===== src/rtl/semafor_pkg.sv =====
// Shared types and default timing for the intersection phase scheduler.
// Optional feature macro used by the top: SEMAFOR_MAX_GREEN_EN.
package semafor_pkg;

    typedef enum logic [1:0] {
        ALL_RED = 2'd0,
        GREEN   = 2'd1,
        YELLOW  = 2'd2
    } phase_t;

    localparam int unsigned DEF_N_APP       = 4;
    localparam int unsigned DEF_T_MIN_GREEN = 10;
    localparam int unsigned DEF_T_MAX_GREEN = 60;
    localparam int unsigned DEF_T_YELLOW    = 5;
    localparam int unsigned DEF_T_ALL_RED   = 2;
    localparam int unsigned DEF_CW          = 7;

    localparam int unsigned APP_IDX_W = 2;

endpackage


===== src/rtl/rr_picker.sv =====
// Combinational round-robin picker: returns the first set bit of pend
// searching upward from ptr+1 with wrap-around; any flags a non-empty set.
module rr_picker
    import semafor_pkg::*;
#(
    parameter int unsigned N_APP = DEF_N_APP
) (
    input  logic [N_APP-1:0]     pend,
    input  logic [APP_IDX_W-1:0] ptr,
    output logic [APP_IDX_W-1:0] idx,
    output logic                 any
);

    logic [APP_IDX_W-1:0] cand;

    // Scan ptr+1 .. ptr+N_APP (mod N_APP); the first hit wins.
    always_comb begin
        idx  = '0;
        any  = 1'b0;
        cand = '0;
        for (int unsigned k = 1; k <= N_APP; k++) begin
            cand = APP_IDX_W'((32'(ptr) + k) % N_APP);
            if (!any && pend[cand]) begin
                idx = cand;
                any = 1'b1;
            end
        end
    end

endmodule


===== src/rtl/intersection_arbiter.sv =====
// Round-robin green-phase scheduler for up to four approaches.
// Phase timing advances only on 1 Hz tick clocks; lamp outputs are registered.
// Define SEMAFOR_MAX_GREEN_EN to enable green extension with a T_MAX_GREEN cap.
module intersection_arbiter
    import semafor_pkg::*;
#(
    parameter int unsigned N_APP       = DEF_N_APP,
    parameter int unsigned T_MIN_GREEN = DEF_T_MIN_GREEN,
    parameter int unsigned T_MAX_GREEN = DEF_T_MAX_GREEN,
    parameter int unsigned T_YELLOW    = DEF_T_YELLOW,
    parameter int unsigned T_ALL_RED   = DEF_T_ALL_RED,
    parameter int unsigned CW          = DEF_CW
) (
    input  logic                 clk,
    input  logic                 rst,
    input  logic                 tick,
    input  logic [N_APP-1:0]     req,
    output logic [N_APP-1:0]     green,
    output logic [N_APP-1:0]     yellow,
    output logic [N_APP-1:0]     red,
    output logic [APP_IDX_W-1:0] grant_idx,
    output logic                 grant_vld
);

    localparam logic [CW-1:0]    MIN_G_M1 = CW'(T_MIN_GREEN - 1);
    localparam logic [CW-1:0]    YEL_M1   = CW'(T_YELLOW - 1);
    localparam logic [CW-1:0]    AR_M1    = CW'(T_ALL_RED - 1);
    localparam logic [N_APP-1:0] ONE      = N_APP'(1);
`ifdef SEMAFOR_MAX_GREEN_EN
    localparam logic [CW-1:0]    MAX_G_M1 = CW'(T_MAX_GREEN - 1);
`endif

    phase_t               state, state_nxt;
    logic [CW-1:0]        cnt, cnt_nxt;
    logic [N_APP-1:0]     pend, pend_nxt;
    logic [APP_IDX_W-1:0] ptr, ptr_nxt;
    logic [APP_IDX_W-1:0] idx_nxt;
    logic [N_APP-1:0]     green_nxt, yellow_nxt, red_nxt;
    logic                 vld_nxt;

    logic [APP_IDX_W-1:0] pick_idx;
    logic                 pick_any;
    logic [N_APP-1:0]     owner_mask;
    logic                 serving;
    logic                 competitor;
    logic                 depart;

    rr_picker #(
        .N_APP (N_APP)
    ) u_picker (
        .pend (pend),
        .ptr  (ptr),
        .idx  (pick_idx),
        .any  (pick_any)
    );

    // Owner identity and the green departure condition.
    always_comb begin
        owner_mask = ONE << grant_idx;
        serving    = (state == GREEN) || (state == YELLOW);
        competitor = |(pend & ~owner_mask);
`ifdef SEMAFOR_MAX_GREEN_EN
        depart = competitor &&
                 (((cnt >= MIN_G_M1) && !(|(req & owner_mask))) || (cnt >= MAX_G_M1));
`else
        depart = competitor && (cnt >= MIN_G_M1);
`endif
    end

    // Next-state, counter, request capture and registered-lamp computation.
    always_comb begin
        state_nxt = state;
        cnt_nxt   = cnt;
        ptr_nxt   = ptr;
        idx_nxt   = grant_idx;
        pend_nxt  = pend | (serving ? (req & ~owner_mask) : req);

        if (tick) begin
            case (state)
                ALL_RED: begin
                    if (cnt < AR_M1) begin
                        cnt_nxt = cnt + 1'b1;
                    end else if (pick_any) begin
                        state_nxt = GREEN;
                        cnt_nxt   = '0;
                        ptr_nxt   = pick_idx;
                        idx_nxt   = pick_idx;
                        // The winner's own req on this clk is dropped with its pend bit.
                        pend_nxt  = pend_nxt & ~(ONE << pick_idx);
                    end
                end
                GREEN: begin
                    if (depart) begin
                        state_nxt = YELLOW;
                        cnt_nxt   = '0;
                    end else if (cnt != '1) begin
                        cnt_nxt = cnt + 1'b1;
                    end
                end
                YELLOW: begin
                    if (cnt == YEL_M1) begin
                        state_nxt = ALL_RED;
                        cnt_nxt   = '0;
                    end else begin
                        cnt_nxt = cnt + 1'b1;
                    end
                end
                default: begin
                    state_nxt = ALL_RED;
                    cnt_nxt   = '0;
                end
            endcase
        end

        // Lamps are derived from the next phase so they change on the deciding edge.
        green_nxt  = '0;
        yellow_nxt = '0;
        for (int unsigned i = 0; i < N_APP; i++) begin
            green_nxt[i]  = (state_nxt == GREEN)  && (idx_nxt == APP_IDX_W'(i));
            yellow_nxt[i] = (state_nxt == YELLOW) && (idx_nxt == APP_IDX_W'(i));
        end
        red_nxt = ~(green_nxt | yellow_nxt);
        vld_nxt = (state_nxt != ALL_RED);
    end

    // State and output registers with asynchronous active-low reset.
    always_ff @(posedge clk or negedge rst) begin
        if (!rst) begin
            state     <= ALL_RED;
            cnt       <= '0;
            pend      <= '0;
            ptr       <= APP_IDX_W'(N_APP - 1);
            grant_idx <= '0;
            grant_vld <= 1'b0;
            green     <= '0;
            yellow    <= '0;
            red       <= '1;
        end else begin
            state     <= state_nxt;
            cnt       <= cnt_nxt;
            pend      <= pend_nxt;
            ptr       <= ptr_nxt;
            grant_idx <= idx_nxt;
            grant_vld <= vld_nxt;
            green     <= green_nxt;
            yellow    <= yellow_nxt;
            red       <= red_nxt;
        end
    end

endmodule


===== config.mk =====
export PLATFORM = sky130hd
export DESIGN_NAME = intersection_arbiter
export DESIGN_NICKNAME = d
export VERILOG_FILES = /design/src/rtl/semafor_pkg.sv /design/src/rtl/rr_picker.sv /design/src/rtl/intersection_arbiter.sv
export SDC_FILE = /design/constraint.sdc
export NUM_CORES = 1
export LEC_CHECK = 0
export CORE_ASPECT_RATIO = 1.4
export CORE_MARGIN = 2
export CORE_UTILIZATION = 49
export CTS_BUF_LIST = sky130_fd_sc_hd__clkbuf_16
export DETAILED_ROUTE_END_ITERATION = 8
export HOLD_SLACK_MARGIN = 0.15
export PLACE_DENSITY = 0.72
export SETUP_SLACK_MARGIN = 0.02
export SYNTH_ARGS = -nofsm -noshare
export SYNTH_HDL_FRONTEND = slang
export SYNTH_HIERARCHICAL = 1
export SYNTH_SLANG_ARGS = --single-unit

===== constraint.sdc =====
create_clock -name clk -period 1.9 [get_ports clk]
set_input_delay 0.38 -clock clk [delete_from_list [all_inputs] [get_ports clk]]
set_output_delay 0.38 -clock clk [all_outputs]
set_load 0.01 [all_outputs]

==> out/qor.csv <==
metric,value,unit
drtIter0Drc,41,
root_buffer,clkbuf_16,
synth-seq-area-share,45.29,%
synth_area,1674,µm²
multi_input_area,987.2,µm²
synth_area_leaders,"dfrtp_1 (36%), dfstp_2 (9.4%), ha_1 (5.2%), nand2_1 (5.2%), nor2_1 (4.0%)",
yosysTopAreaCellShare,35.87,%
dp_cells,268,
synth_nets,185,
initial_utilization,50.49,%
grt_max_degree,31,
yosys_warnings,6,
clockBufferDepth,2,
cts_hold_buf,0,
hp-class,in2async,
fin_crit,1.992,ns
drc,0,
clock_latency,0.28,ns
grt_pass1_vias,1588,
rsz0062_at_grt,true,
crit_fanout,7,
ys_ff_latch,30,
skew,0.004623,ns
synth.distinct_cells,50,
violations,setup timing,
setup_viol,15,
fp-row-count,25,
dp_hpwl,3147,µm
drt-met1-wl,1607,µm
viasPerCell,5.520,
synthArstFlopShare,100.0,%
totalWireLength,4518,µm
finalPower,5.181,mW
critPathLaunch,cnt[0],
crit_arrival,2.17,ns
wire_per_inst,16.31,µm
fin_cells,277,
io_buffers,21,
synth-edff-count,0,
synth_flop_cell,dfrtp_1,
drive_above_1_share,37.55,%
final_core_util,77.58,%
fin_nets,250,
fillers,236,
die_area,3907,µm²
start_kind,register,
peakVddDrop,1.884,mV
crit_type,reg2reg,
cts_tree,done,
gp_congestion,0.8027,
synth_top_area_cell,dfrtp_1,
worst_pin_slew,0.4761,ns
r2r_start,cnt[0],
min_period_over_period,104.8,%
drtAntennaViolNets,0,
leakage,1.157,nW
seq_area,760.7,µm²
fp.dieW,53.40,µm
overflow,0,
outcome,"complete, but fails checks",
slew_headroom,68.26,%
cp.required,2.08,ns
htree_levels,2,
core_area,3316,µm²
areaGrowthSynthToFinish,53.66,%
antenna_cells,0,
antenna_found_initial,0,
layout_setup_ws,-0.09195,ns
hold_violations,0,
routed.top_layer,met4,
grt_use_total,25.98,%
synth_cells,171,
end_kind,register,
cts_made_buffers,5,
met3_length,127,µm
vias,1529,
clkTransAtPathRegs,0.05,ns
maxCapViolCount,0,
io_pins,22,
avgSynthCellArea,9.790,µm²
max_freq,502.0,MHz
drt-pass1-iter-count,4,
maxSlewViolCount,0,
die-height,73.16,µm
wl_met2,2622,µm
power-per-cell-area,2014,nW/µm²
cts_sinks,30,
grt_pass1_wl,7307,µm
-- metrics by stage --
stage / area [µm²] / hold slack [ns] / setup WS, ns / setup TNS, ns
global route: 2572 / 0.5284 / -0.2020 / -2.965
global placement: 2217 / 0.4736 / -0.1059 / -0.9936
CTS: 2486 / 0.4945 / -0.05034 / -0.4223
detailed placement: 2217 / 0.4855 / -0.1434 / -2.048
finish: 2572 / 0.4951 / -0.09195 / -0.6539
floorplan: 1687 / 0.08441 / -0.1470 / -0.8269
-- placed cells by master (no fill, tap or decap), types with 2 or more instances in the layout --
cell,n
buf_4,40
nand2_1,22
dfrtp_1,22
clkdlybuf4s50_1,21
nor2_1,16
inv_1,13
nand3_1,6
a21oi_1,6
dfstp_2,6
ha_1,5
clkbuf_16,5
nand2b_1,4
a21oi_2,3
nor3_1,3
o31ai_4,3
a31oi_1,3
and3_1,3
a21o_1,2
o21ai_0,2
a22oi_2,2
mux2i_1,2
or2_4,2
a2bb2oi_1,2
o31ai_2,2
bufinv_16,2
dfrtp_2,2
buf_6,2
-- per-layer routing --
layer	track usage, %	vias up
li1	-	728
met1	26.83	749
met2	46.91	38
met3	5.328	14
met4	14.25	0
met5	0	-
-- synth_stat cells, types with 2 or more instances --
cell type  number
nand2_1        23
a31oi_1         3
buf_2           2
a22oi_1         2
o31ai_2         3
and3_1          3
a21o_1          2
inv_1          14
dfrtp_1        24
nor2_1         18
nor3_1          5
ha_1            7
dfstp_2         6
a21oi_1         8
o21ai_0         2
nand2b_1        4
a2bb2oi_1       4
mux2i_1         2
nand3_1         7
a31o_2          2
-- area by class of cell --
| type | instances | area share (%) |
|---|---|---|
| clock buffers | 5 | 4.864 |
| flip-flops and latches | 30 | 29.57 |
| repair buffers | 63 | 20.72 |
| well taps | 40 | 1.946 |
| clock inverters | 3 | 2.481 |
| inverters | 14 | 2.043 |
| multi-input cells | 122 | 38.38 |
-- registers in the layout, indices dropped and copies added (netlist names) --
signal	cells
pend	4
green	4
ptr	2
red	4
grant_vld	1
state	2
cnt	7
grant_idx	2
yellow	4
-- power by group --
part	internal, mW	total [mW]	leakage, nW	switching (mW)
Combinational	1.48	3.01	0.700	1.53
Sequential	0.916	1.15	0.365	0.235
Clock	0.745	1.02	0.0915	0.275
-- final timing paths --
| kind | end | slack (ns) | depth (start not counted) |
|---|---|---|---|
| worst max register to register | cnt[4] | -0.09 | 7 |
| worst max-delay path | cnt[4] | -0.09 | 7 |
| max in group asynchronous | red[0] | 1.08 | 2 |
| worst min-delay path | pend[3] | 0.50 | 2 |
| min in group clk | ptr[0] | 0.50 | 2 |
| worst min register to register | ptr[0] | 0.50 | 2 |
-- logic make-up (layout without fill, tap and decap cells) --
family / Yosys count / after routing / share of synthesized area, %
AOI/OAI and AO/OA: 42 / 42 / 21.97
xor gates and xnor gates: 1 / 1 / 0.5233
buffers and inverters: 19 / 85 / 5.157
and+or+nand+nor: 70 / 70 / 20.63
adders and majority gates: 7 / 7 / 5.231
muxes: 2 / 2 / 1.196
DFF: 30 / 30 / 45.29
-- critical path, cell delays in order (launching register included) --
cell and delay, ns:
dfrtp_2 0.44, buf_6 0.14, ha_1 0.20, and3_1 0.19, and3_1 0.19, a31o_4 0.26
or2_4 0.28, o31ai_2 0.19
-- repair_timing --
action                     in CTS  in global routing
setup endpoints to repair      20                 22
pin swaps                       5                 10
setup buffers                   1                  0
resized for setup              14                 16
(Power assumes the default switching activity.)
